**src/rtl/subtractor_32bit_seq.sv**
```systemverilog
// Sequential WIDTH-bit subtractor: one SLICE-bit slice per cycle, LSB first,
// with a registered borrow (inverted carry) chain between slices.
module subtractor_32bit_seq #(
    parameter int WIDTH = 32,
    parameter int SLICE = 8
) (
    input  logic             clk,
    input  logic             rst_n,
    input  logic             in_valid,
    output logic             in_ready,
    input  logic [WIDTH-1:0] A,
    input  logic [WIDTH-1:0] B,
    output logic             out_valid,
    input  logic             out_ready,
    output logic [WIDTH-1:0] Diff,
    output logic             Bout,
    output logic             Ovf,
    output logic             Zero
);

    localparam int N  = WIDTH / SLICE;
    localparam int CW = (N > 1) ? $clog2(N) : 1;
    localparam logic [CW-1:0] LAST = CW'(N - 1);

    typedef enum logic [1:0] {
        IDLE = 2'd0,
        RUN  = 2'd1,
        DONE = 2'd2
    } state_t;

    state_t           state_q, state_d;
    logic [WIDTH-1:0] a_q, a_d;
    logic [WIDTH-1:0] b_q, b_d;
    logic [WIDTH-1:0] diff_q, diff_d;
    logic [CW-1:0]    cnt_q, cnt_d;
    logic             carry_q, carry_d;
    logic             bout_q, bout_d;
    logic             ovf_q, ovf_d;
    logic             zero_q, zero_d;

    logic [SLICE-1:0] a_sl;
    logic [SLICE-1:0] b_sl;
    logic [SLICE:0]   sum;

    // A + ~B + carry on the current slice; carry starts at 1 for two's complement.
    always_comb begin
        a_sl = a_q[cnt_q*SLICE +: SLICE];
        b_sl = b_q[cnt_q*SLICE +: SLICE];
        sum  = {1'b0, a_sl} + {1'b0, ~b_sl} + {{SLICE{1'b0}}, carry_q};
    end

    always_comb begin
        state_d = state_q;
        a_d     = a_q;
        b_d     = b_q;
        diff_d  = diff_q;
        cnt_d   = cnt_q;
        carry_d = carry_q;
        bout_d  = bout_q;
        ovf_d   = ovf_q;
        zero_d  = zero_q;
        unique case (state_q)
            IDLE: begin
                if (in_valid) begin
                    a_d     = A;
                    b_d     = B;
                    cnt_d   = '0;
                    carry_d = 1'b1;
                    state_d = RUN;
                end
            end
            RUN: begin
                diff_d[cnt_q*SLICE +: SLICE] = sum[SLICE-1:0];
                carry_d = sum[SLICE];
                if (cnt_q == LAST) begin
                    cnt_d   = '0;
                    bout_d  = ~sum[SLICE];
                    ovf_d   = (a_q[WIDTH-1] != b_q[WIDTH-1]) &&
                              (sum[SLICE-1] != a_q[WIDTH-1]);
                    zero_d  = (diff_d == '0);
                    state_d = DONE;
                end else begin
                    cnt_d = cnt_q + 1'b1;
                end
            end
            DONE: begin
                if (out_ready) begin
                    state_d = IDLE;
                end
            end
            default: begin
                state_d = IDLE;
            end
        endcase
    end

    always_ff @(posedge clk or negedge rst_n) begin
        if (!rst_n) begin
            state_q <= IDLE;
            a_q     <= '0;
            b_q     <= '0;
            diff_q  <= '0;
            cnt_q   <= '0;
            carry_q <= 1'b1;
            bout_q  <= 1'b0;
            ovf_q   <= 1'b0;
            zero_q  <= 1'b0;
        end else begin
            state_q <= state_d;
            a_q     <= a_d;
            b_q     <= b_d;
            diff_q  <= diff_d;
            cnt_q   <= cnt_d;
            carry_q <= carry_d;
            bout_q  <= bout_d;
            ovf_q   <= ovf_d;
            zero_q  <= zero_d;
        end
    end

    assign in_ready  = (state_q == IDLE);
    assign out_valid = (state_q == DONE);
    assign Diff      = diff_q;
    assign Bout      = bout_q;
    assign Ovf       = ovf_q;
    assign Zero      = zero_q;

endmodule

```
**config.mk**
```make
export PLATFORM = sky130hd
export DESIGN_NAME = subtractor_32bit_seq
export DESIGN_NICKNAME = d
export VERILOG_FILES = /design/src/rtl/subtractor_32bit_seq.sv
export SDC_FILE = /design/constraint.sdc
export NUM_CORES = 1
export LEC_CHECK = 0
export ABC_CLOCK_PERIOD_IN_PS = 4000
export BUFFER_PORTS_ARGS = -buffer_cell sky130_fd_sc_hd__buf_4
export CAP_MARGIN = 40
export CORE_UTILIZATION = 43
export DETAILED_ROUTE_END_ITERATION = 12
export PLACE_DENSITY = 0.65
export SLEW_MARGIN = 20
export SYNTH_ARGS = -nofsm -noshare
export SYNTH_HDL_FRONTEND = slang
export SYNTH_SLANG_ARGS = --single-unit
```
**constraint.sdc**
```tcl
create_clock -name clk -period 4 [get_ports clk]
set_input_delay 0.4 -clock clk [delete_from_list [all_inputs] [get_ports clk]]
set_output_delay 0.4 -clock clk [all_outputs]
set_load 0.02 [all_outputs]
```
---- Word-level counts from Yosys, hierarchy flattened ----
Cells that the tools add are included.
storage, ports and cells
  bits in registers ....................... 104
  latch bits .............................. 0
  RAM bits ................................ 0
  memory bits (read-only) ................. 0
  output and inout bits ................... 37
  memories ................................ 0
operators by class
  $add $sub $neg .......................... 4
  $mul .................................... 0
  div/mod/pow operators ................... 0
  order comparisons ....................... 0
  equality and inequality tests ........... 8
  shift-type cells ........................ 4
  mux-type cells .......................... 10
  bitwise logic cells ..................... 2
  reduce and logical (&&, ||, !) cells .... 8
operator list
  kind                                                                     number
  32-bit by 6-bit variable part select with 8-bit output                   2
  5-bit negation with 34-bit output                                        1
  8-bit by 34-bit variable shift with 32-bit output, first input constant  1
  8-bit by 34-bit variable part select with 32-bit output                  1
  32-bit bitwise mux                                                       1
  32-bit zero test                                                         1
  2-bit two-way mux                                                        5
  8-bit by 8-bit adder with 9-bit output                                   1
  9-bit by 1-bit adder with 9-bit output                                   1
  8-bit NOT                                                                1
  2-bit case mux with 3 select lines                                       1
  2-bit AND reduction                                                      3
  2-bit == test, second input constant                                     2
  2-bit != test, second input constant                                     2
  2-bit case mux with 2 select lines                                       1
  3-bit AND reduction                                                      1
  2-bit by 1-bit adder with 2-bit output, second input constant            1
  2-bit by 1-bit == test with 1-bit output, second input constant          1
  2-bit zero test                                                          1
  1-bit != test                                                            2
  2-bit by 1-bit != test with 1-bit output, second input constant          1
  1-bit case mux with 2 select lines                                       1
  2-bit nonzero test                                                       1
  1-bit logical AND                                                        1
  2 further kinds                                                          2

---- Logic depth before layout (Yosys ltp) ----
Gate-level depths: netlist of the first run.
  depth after elaboration ................. 7
  gate-level depth with buffers ........... 13

---- Least setup slack after synthesis of the first run ----
OpenSTA, ideal clock, no wires.
  kind .................................... register to register
  from .................................... reg cnt_q[0]
  to ...................................... reg ovf_q, in the netlist Ovf
  setup time .............................. 0.069 ns
  arrival time ............................ 3.336 ns
  required time ........................... 3.931 ns
  path slack .............................. 0.595 ns
  cell stages (with the launch flop) ...... 11
  period minus slack after synthesis ...... 3.405 ns
  path through ............................ dfrtp_1 clkbuf_1 buf_1 mux4_2 fa_1 nand2b_1 a211oi_1 o22ai_2 xnor2_1 or4b_1 nand3_1
on the way
  word-level cells in the longest chain between the ends .. 6
  elaborated cells on any way between the ends .. 9
  classes of those cells .................. 2 x add/sub; 2 x eq/ne; 2 x shift; 1 x bitwise; 2 x reduce/logical
ends and longest elaborated chain
  element                                                 line  RTL
  start, declared                                         35    logic [CW-1:0] cnt_q, cnt_d;
  start signal, assigned                                  113   cnt_q <= cnt_d;
  32-bit by 6-bit variable part select with 8-bit output  48    b_sl = b_q[cnt_q*SLICE +: SLICE];
  8-bit NOT                                               49    sum = {1'b0, a_sl} + {1'b0, ~b_sl} + {{SLICE{1'b0}}, carry_q};
  8-bit by 8-bit adder with 9-bit output                  49
  9-bit by 1-bit adder with 9-bit output                  49
  1-bit != test                                           79    (sum[SLICE-1] != a_q[WIDTH-1]);
  1-bit logical AND                                       78    ovf_d = (a_q[WIDTH-1] != b_q[WIDTH-1]) &&
  end signal, assigned                                    116   ovf_q <= ovf_d;
  end, declared                                           38    logic ovf_q, ovf_d;
Several ways; a longest one is shown, not always the timed one.
A chain may end at the register's enable or synchronous reset.

---- Worst setup path after layout of the first run ----
  from .................................... reg cnt_q[0]
  to ...................................... reg zero_q, in the netlist Zero
on the way
  word-level cells in the longest chain between the ends .. 7
  elaborated cells on any way between the ends .. 12
  classes of those cells .................. 3 x add/sub; 1 x eq/ne; 4 x shift; 1 x mux; 1 x bitwise; 2 x reduce/logical
ends and longest elaborated chain
  element                                                  line  RTL
  32-bit by 6-bit variable part select with 8-bit output   48
  8-bit NOT                                                49
  8-bit by 8-bit adder with 9-bit output                   49
  9-bit by 1-bit adder with 9-bit output                   49
  8-bit by 34-bit variable part select with 32-bit output  73    diff_d[cnt_q*SLICE +: SLICE] = sum[SLICE-1:0];
  32-bit bitwise mux                                       73
  32-bit zero test                                         80    zero_d = (diff_d == '0);
  end signal, assigned                                     117   zero_q <= zero_d;
  end, declared                                            39    logic zero_q, zero_d;
Several ways; a longest one is shown, not always the timed one.

==> results.py, run 1 <==
metrics = {
    "sta": {
        "slew_headroom": 0.440,
        "min_period_ns": 3.57,
        "hold_viol": 0,
        "fin_crit_sh": 0.892,
        "clock_skew_ns": 0.00920,
        "setup_violations": 0,
        "rsz0062_at_grt": "false",
        "finalMaxSlewViolations": 0,
        "fin_tns_setup_ns": 0,
        "max_clock_freq_ghz": 0.280,
        "worstMarginPinSlew_ns": 0.833,
        "holdWs_ns": 0.00128,
    },
    "final_layout": {
        "nets": 715,
        "fin_area_sq_um": 6310,
        "synthToLayoutAreaGrowth_pct": 26.3,
        "num-fill-cells": 989,
        "antenna_cells": 0,
        "drive_gt1_frac": 0.240,
        "fin_cells": 777,
    },
    "cts": {
        "clock-sinks": 104,
        "cts_resized": 0,
        "post_cts_buffers": 0,
        "hold_buffers": 0,
        "cts_buffer_depth": 2,
        "cts_root_buf": "clkbuf_16",
        "htree_levels": 3,
        "path_clk_slew_ns": 0.07,
        "numCtsBuffers": 9,
        "tritoncts": "built",
        "insertion_delay_ns": 0.35,
    },
    "place": {
        "finalWeightedCongestion": 0.892,
        "port_buffers": 104,
        "dpl.hpwl_mm": 9.38,
        "dp_cells": 760,
        "placed_area_sq_um": 5990,
    },
    "grt": {
        "grt_max_degree": 53,
        "grt_pass1_vias": 3941,
        "antenna_found_initial": 0,
        "grt_usage": 0.223,
        "grt_overflow": 0,
        "grt_pass1_wl_mm": 20.0,
    },
    "synthesis": {
        "yosysUniqueCellTypes": 42,
        "syn_area_sq_um": 4990,
        "synthArstFlopShare": 1.00,
        "synth_adder_area_share": 0.0406,
        "yosys.area_share.simple": 0.228,
        "synth-main-ff-cell": "dfrtp_1",
        "synth_nets": 611,
        "synthesis.instances": 528,
        "syn_area_per_cell_sq_um": 9.46,
        "yosysWarningCount": 0,
        "ys_seq_area_frac": 0.521,
        "muxShareOfSynthArea": 0.0789,
        "synth_xor_area_frac": 0.00702,
        "synth_compound_area_frac": 0.0950,
        "synth_top_family_by_area": "simple AND/OR/NAND/NOR gates",
        "ys_ff_latch": 104,
        "synth_edf_count": 0,
    },
    "min_path": {
        "hold_class": "in -> async",
    },
    "critical_path": {
        "cpMaxStageDelayCell": "dfrtp_1",
        "worstPathCellList": "mux4_2, inv_1, fa_1, inv_1, fa_1, a21o_1, a311oi_1, o2bb2ai_1, a21oi_1, o22a_1, o31ai_1",
        "worst-path-max-fanout": 11,
        "end_kind": "flip-flop",
        "reg2reg_depth": 11,
        "crit_type": "reg -> reg",
        "critical_path_buf_inv_count": 2,
        "path_depth": 11,
        "cp.required_ns": 4.23,
        "path_delay_family": "compound AO/OA/AOI/OAI gates",
        "cp-start-kind": "flip-flop",
        "slowest_delay_ns": 0.75,
        "critPathArrivalTime_ns": 3.80,
    },
    "floorplan": {
        "initial_core_util": 0.451,
        "row_count": 38,
        "io_pins": 105,
        "die_y_um": 110,
        "core_sq_um": 11100,
        "die_x_um": 110,
        "die-area_sq_um": 12000,
    },
    "routing": {
        "vias": 4063,
        "drc": 0,
        "dr.first_iter.drc_count": 166,
        "vias_per_cell": 5.23,
        "firstDrtPassIters": 4,
        "drt-total-wl_mm": 12.4,
        "routedWlPerCell_um": 16.0,
        "ant_nets": 0,
    },
    "power_and_ir_drop": {
        "p_clk_frac": 0.143,
        "p_sw_mw": 2.98,
        "p_per_area_nw_per_um2": 1030,
        "sw_frac_of_total": 0.456,
        "seqPwrFrac": 0.279,
        "total_power_mw": 6.53,
        "peakVddDrop_mv": 0.592,
        "power_leakage_nw": 3.24,
        "share_comb_of_total_power": 0.578,
        "p_int_mw": 3.55,
    },
    "run": {
        "drv_cap": 0,
    },
    "status": {
        "outcome": "finished clean",
    },
}
## registers in the layout, indices dropped and copies added (netlist names)
| register | count |
|---|---|
| Diff | 32 |
| a_q | 32 |
| b_q | 32 |
| cnt_q | 2 |
| state_q | 2 |
| Bout | 1 |
| Ovf | 1 |
| Zero | 1 |
| carry_q | 1 |
## layout by cell type (no fill, tap or decap), types with 4 or more instances in the layout
| cell type | Yosys | routed |
|---|---|---|
| nand3_1 | 5 | 5 |
| nor3_1 | 4 | 4 |
| o21ai_0 | 29 | 29 |
| nor4_1 | 7 | 7 |
| clkbuf_16 | 0 | 9 |
| mux4_2 | 16 | 16 |
| a22o_1 | 16 | 16 |
| ha_1 | 13 | 13 |
| nand2_1 | 226 | 225 |
| a21oi_1 | 7 | 7 |
| xnor2_1 | 4 | 4 |
| nor2_1 | 11 | 11 |
| inv_1 | 18 | 18 |
| nor2b_1 | 4 | 4 |
| dfrtp_1 | 103 | 103 |
| nand2b_1 | 4 | 4 |
| buf_4 | 0 | 110 |
## worst paths after layout
path	from	end	slack, ns
min reg2reg	b_q[7]	b_q[7]	0.47
max in group asynchronous	rst_n	b_q[29]	3.34
max	cnt_q[0]	Zero	0.43
max reg2reg	cnt_q[0]	Zero	0.43
min in group clk	B[10]	b_q[10]	0.24
min	rst_n	Diff[25]	0.001
## per-stage QoR
stage / utilization / worst slack (ns)
floorplan: - / 0.595
global placement: 0.534 / 0.519
detailed placement: 0.540 / 0.409
CTS: 0.569 / 0.428
global route: 0.569 / 0.222
finish: 0.569 / 0.434
## power by group through the flow
stage               clock network (mW)  registers [mW]  logic, mW
floorplan                            0            1.83       2.46
global placement                     0            1.82       3.66
detailed placement                   0            1.84       3.75
CTS                              0.948            1.83       3.77
global route                     0.984            1.88       4.15
finish                           0.931            1.82       3.77
## cells in the mapped netlist, types with 3 or more instances
library cell    n  area share
a21o_1          3      0.0045
a21oi_1         7      0.0070
a22o_1         16       0.028
and2_1          3      0.0038
clkbuf_1       19       0.014
dfrtp_1       103        0.52
ha_1           13       0.033
inv_1          18       0.014
mux2_2          3      0.0068
mux4_2         16       0.072
nand2_1       226        0.17
nand2b_1        4      0.0050
nand3_1         5      0.0050
nor2_1         11      0.0083
nor2b_1         4      0.0050
nor3_1          4      0.0040
nor4_1          7      0.0088
o21a_1          3      0.0045
o21ai_0        29       0.029
o31ai_1         3      0.0045
xnor2_1         4      0.0070
## layer usage
layer,track usage,vias to the layer above,part of all wire
met2,0.341,124,0.46
met3,0.0362,14,0.046
met5,0,-,0
li1,-,1981,-
met4,0.0819,0,0.014
met1,0.320,1944,0.48
## kinds of logic after synthesis
group	after synthesis
AOI/OAI and AO/OA	71
xor gates and xnor gates	4
adders and majority gates	15
buffers and inverters	39
DFF	104
muxes	19
and+or+nand+nor	276
## final cells by class
type	count	area (sq um)	area share
Sequential cell	104	2600	0.413
Clock inverter	6	83.8	0.0133
Multi-Input combinational cell	385	2250	0.356
Tap cell	140	175	0.0278
Timing Repair Buffer	114	901	0.143
Inverter	18	67.6	0.0107
Clock buffer	10	229	0.0363
No activity file was read; power rests on OpenSTA's default activity.
==> inputs of run 2 (changes only) <==
CTS_BUF_LIST = sky130_fd_sc_hd__clkbuf_8   (was unset)
==> run 2 against run 1 <==
Against the previous run: power decreased by 3.2%; register-to-register slack hardly changed; die area stayed put; clock-buffer cell count fell by 1; critical path depth unchanged; sequential cell count is the same; via count increased by 0.37%; non-clock buffer count up 1; sequential power about the same; core utilization shrank 0.82 points; critical endpoint unchanged; largest cell class unchanged; largest power group unchanged.
==> results.py, run 2 (synthesis results as in run 1) <==
metrics = {
    "status": {
        "outcome": "finished clean",
    },
    "critical_path": {
        "path_delay_family": "compound AO/OA/AOI/OAI gates",
        "cp.required_ns": 4.27,
        "cpMaxStageDelayCell": "dfrtp_1",
        "end_kind": "flip-flop",
        "worstPathCellList": "mux4_2, inv_1, fa_1, inv_1, fa_1, a21o_1, a311oi_1, o2bb2ai_1, a21oi_1, o22a_1, o31ai_1",
        "slowest_delay_ns": 0.76,
        "cp-start-kind": "flip-flop",
        "worst-path-max-fanout": 11,
        "critical_path_buf_inv_count": 2,
        "critPathArrivalTime_ns": 3.85,
        "crit_type": "reg -> reg",
    },
    "floorplan": {
        "die-area_sq_um": 12000,
        "die_y_um": 110,
        "row_count": 38,
        "die_x_um": 110,
        "core_sq_um": 11100,
        "initial_core_util": 0.451,
        "io_pins": 105,
    },
    "grt": {
        "use_met3": 0.0237,
        "use_met2": 0.346,
        "grt_overflow": 0,
        "grt_max_degree": 53,
        "grt_pass1_vias": 3938,
        "use_met1": 0.317,
        "grt_pass1_wl_mm": 19.9,
        "antenna_found_initial": 0,
        "busiest_layer": "met2",
        "grt_usage": 0.221,
    },
    "power_and_ir_drop": {
        "power_leakage_nw": 3.20,
        "share_comb_of_total_power": 0.600,
        "p_per_area_nw_per_um2": 1020,
        "sw_frac_of_total": 0.470,
        "p_clk_frac": 0.112,
        "seqPwrFrac": 0.288,
        "peakVddDrop_mv": 0.493,
        "p_int_mw": 3.35,
        "p_sw_mw": 2.97,
    },
    "sta": {
        "clock_skew_ns": 0.0174,
        "setup_slack_ns": 0.428,
        "finalMaxSlewViolations": 0,
        "slew_headroom": 0.443,
        "rsz0062_at_grt": "false",
        "hold_viol": 0,
        "fin_tns_setup_ns": 0,
        "setup_violations": 0,
        "min_period_ns": 3.57,
        "fin_crit_sh": 0.893,
        "max_clock_freq_ghz": 0.280,
        "worstMarginPinSlew_ns": 0.830,
    },
    "place": {
        "dp_cells": 760,
        "dpl.hpwl_mm": 9.38,
        "finalWeightedCongestion": 0.892,
        "place_ws_ns": 0.409,
        "port_buffers": 104,
        "placed_area_sq_um": 5990,
    },
    "cts": {
        "tritoncts": "built",
        "cts_resized": 0,
        "insertion_delay_ns": 0.38,
        "cts_buffer_depth": 2,
        "htree_levels": 3,
        "path_clk_slew_ns": 0.11,
        "clock-sinks": 104,
        "hold_buffers": 1,
        "post_cts_buffers": 0,
        "numCtsBuffers": 9,
        "cts_root_buf": "clkbuf_8",
    },
    "final_layout": {
        "fin_area_sq_um": 6210,
        "antenna_cells": 0,
        "layout_commonest_cell": "nand2_1",
        "drive_gt1_frac": 0.240,
        "nets": 716,
        "layout_common_cells": "225 x nand2_1, 110 x buf_4, 103 x dfrtp_1",
        "fin_cells": 778,
        "synthToLayoutAreaGrowth_pct": 24.5,
    },
    "routing": {
        "vias": 4078,
        "dr.first_iter.drc_count": 184,
        "firstDrtPassIters": 5,
        "ant_nets": 0,
        "drt-total-wl_mm": 12.4,
        "vias_per_cell": 5.24,
        "drc": 0,
        "routedWlPerCell_um": 16.0,
    },
    "run": {
        "drv_cap": 0,
    },
    "min_path": {
        "hold_class": "in -> reg",
    },
}
==> run 2: cell types whose count changed in the layout (fill, tap and decap cells not counted), sizes merged <==
cell	before	now
clkbuf	11	10
dlygate4sd3	0	1
inv	18	19
==> run 2: power by group through the flow <==
| stage | clock network [mW] | logic [mW] | registers [mW] |
|---|---|---|---|
| 3_3_place_gp | 0 | 3.66 | 1.82 |
| 2_1_floorplan | 0 | 2.46 | 1.83 |
| 3_5_place_dp | 0 | 3.75 | 1.84 |
| 5_1_grt | 0.755 | 4.15 | 1.88 |
| 4_1_cts | 0.726 | 3.77 | 1.82 |
| 6_report | 0.709 | 3.79 | 1.82 |
==> run 2: area by class of cell <==
cell class	instances	area, sq um
Timing Repair Buffer	115	911
Fill cell	1001	4860
Multi-Input combinational cell	385	2250
Sequential cell	104	2600
Clock inverter	7	87.6
Inverter	18	67.6
Tap cell	140	175
Clock buffer	9	124
==> run 2: final timing paths <==
check	endpoint	cells past startpoint	from	slack [ns]
max	Zero	11	cnt_q[0]	0.43
min	b_q[10]	3	B[10]	0.21
max reg2reg	Zero	11	cnt_q[0]	0.43
min reg2reg	b_q[7]	2	b_q[7]	0.48
max in group asynchronous	b_q[4]	3	rst_n	2.82
min in group asynchronous	Diff[25]	2	rst_n	0.50
==> run 2: stage by stage <==
| step | power, mW | utilization | hold slack [ns] |
|---|---|---|---|
| after floorplan | 4.29 | - | 0.104 |
| after global placement | 5.48 | 0.534 | 0.455 |
| after detailed placement | 5.60 | 0.540 | 0.388 |
| after CTS | 6.32 | 0.560 | 0.199 |
| after global routing | 6.78 | 0.561 | 0.211 |
| final | 6.32 | 0.561 | 0.210 |
==> run 2: worst min-delay path, cell delays in order <==
cell and delay [ns]:
buf_4 0.07, nand2_1 0.04, nand2_1 0.05
==> run 2: per-layer routing <==
metal	vias to the layer above	wire, um
met5	-	0
met2	132	5760
met4	0	182
met1	1953	5880
met3	14	622
li1	1979	-
==> inputs of run 3 (changes only) <==
REMOVE_ABC_BUFFERS = 1   (was unset)
==> run 3 against run 2 <==
Against the previous run: via count down 0.49%; largest power group unchanged; fmax up 6.4%; critical endpoint unchanged; sequential cell count unchanged.
==> results.py, run 3 (synthesis results as in run 1) <==
metrics = {
    "status": {
        "outcome": "finished clean",
    },
    "grt": {
        "use_met1": 0.293,
        "use_met3": 0.0296,
        "grt_pass1_vias": 3929,
        "grt_overflow": 0,
        "grt_pass1_wl_mm": 19.3,
        "grt_usage": 0.211,
        "grt_max_degree": 67,
        "busiest_layer": "met2",
        "antenna_found_initial": 0,
        "use_met2": 0.341,
    },
    "critical_path": {
        "worst-path-max-fanout": 16,
        "reg2reg_from": "cnt_q[1]",
        "critPathArrivalTime_ns": 3.60,
        "r2r_slack_ns": 0.64,
        "cp-start-kind": "flip-flop",
        "reg2reg_to": "Zero",
        "end_kind": "flip-flop",
        "crit_type": "reg -> reg",
        "cp.required_ns": 4.24,
        "reg2reg_depth": 11,
    },
    "power_and_ir_drop": {
        "share_comb_of_total_power": 0.609,
        "seqPwrFrac": 0.285,
        "power_leakage_nw": 3.19,
        "p_int_mw": 3.33,
        "p_per_area_nw_per_um2": 1010,
        "peakVddDrop_mv": 0.584,
        "p_clk_frac": 0.106,
        "sw_frac_of_total": 0.468,
        "total_power_mw": 6.26,
        "p_sw_mw": 2.93,
    },
    "sta": {
        "setup_violations": 0,
        "max_clock_freq_ghz": 0.298,
        "fin_tns_setup_ns": 0,
        "fin_crit_sh": 0.840,
        "holdWs_ns": 0.211,
        "worstMarginPinSlew_ns": 0.821,
        "rsz0062_at_grt": "false",
        "clock_skew_ns": 0.0178,
        "hold_viol": 0,
        "finalMaxSlewViolations": 0,
        "slew_headroom": 0.448,
        "setup_slack_ns": 0.641,
        "min_period_ns": 3.36,
    },
    "min_path": {
        "hold_class": "in -> reg",
        "hold_end": "a_q[7]",
        "holdPathStages": 3,
        "hp-start": "A[7]",
    },
    "run": {
        "drv_cap": 0,
    },
    "routing": {
        "drt-total-wl_mm": 11.9,
        "ant_nets": 0,
        "routedWlPerCell_um": 15.3,
        "dr.first_iter.drc_count": 254,
        "vias": 4058,
        "drc": 0,
        "vias_per_cell": 5.22,
        "firstDrtPassIters": 5,
    },
    "floorplan": {
        "row_count": 38,
        "die-area_sq_um": 12000,
        "io_pins": 105,
        "initial_core_util": 0.451,
        "die_x_um": 110,
        "core_sq_um": 11100,
        "die_y_um": 110,
    },
    "cts": {
        "cts_buffer_depth": 2,
        "hold_buffers": 1,
        "tritoncts": "built",
        "cts_resized": 0,
        "post_cts_buffers": 0,
        "clock-sinks": 104,
        "insertion_delay_ns": 0.37,
        "htree_levels": 3,
        "numCtsBuffers": 9,
        "cts_root_buf": "clkbuf_8",
        "path_clk_slew_ns": 0.11,
    },
    "final_layout": {
        "layout_common_cells": "225 x nand2_1, 110 x buf_4, 103 x dfrtp_1",
        "nets": 715,
        "drive_gt1_frac": 0.237,
        "post-route-util": 0.558,
        "fin_area_sq_um": 6180,
        "fin_cells": 777,
        "synthToLayoutAreaGrowth_pct": 23.9,
        "antenna_cells": 0,
        "layout_commonest_cell": "nand2_1",
    },
    "place": {
        "placed_area_sq_um": 5970,
        "place_ws_ns": 0.693,
        "port_buffers": 104,
        "dpl.hpwl_mm": 8.85,
        "finalWeightedCongestion": 0.847,
        "dp_cells": 759,
    },
}
==> run 3: worst max-delay path: stages, from the launching register on <==
cell and delay (ns):
dfrtp_1 0.83, mux4_2 0.42, inv_1 0.09, fa_1 0.18, inv_1 0.05, fa_1 0.42, a21o_1 0.22, a311oi_1 0.35
o2bb2ai_1 0.25, a21oi_1 0.18, o22a_1 0.17, o31ai_1 0.06
==> run 3: final cells by class <==
class | count | area (sq um)
clock inverters | 7 | 72.6
repair buffers | 114 | 891
clock buffers | 9 | 124
inverters | 18 | 67.6
well taps | 140 | 175
fillers | 1020 | 4890
multi-input cells | 385 | 2250
flip-flops and latches | 104 | 2600
==> run 3: per-layer routing <==
metal	wire length (um)	vias up	share of wire
met5	0	-	0
met4	174	0	0.015
met3	487	13	0.041
met2	5670	116	0.48
met1	5520	1944	0.47
li1	-	1985	-
==> run 3: how the worst max path moves through the flow <==
stage	end	cells after the start	slack (ns)	start
floorplan	Zero	10	0.53	cnt_q[0]
global placement	Ovf	9	0.82	cnt_q[1]
detailed placement	Zero	11	0.69	cnt_q[1]
CTS	Zero	11	0.64	cnt_q[1]
global route	Zero	11	0.42	cnt_q[1]
finish	Zero	11	0.64	cnt_q[1]
==> run 3: power groups by stage <==
stage          clock network, mW  logic, mW  registers, mW
2_1_floorplan                  0       2.36           1.89
4_1_cts                    0.670       3.81           1.79
6_report                   0.662       3.81           1.78
5_1_grt                    0.715       4.19           1.84
3_3_place_gp                   0       3.76           1.80
3_5_place_dp                   0       3.79           1.81
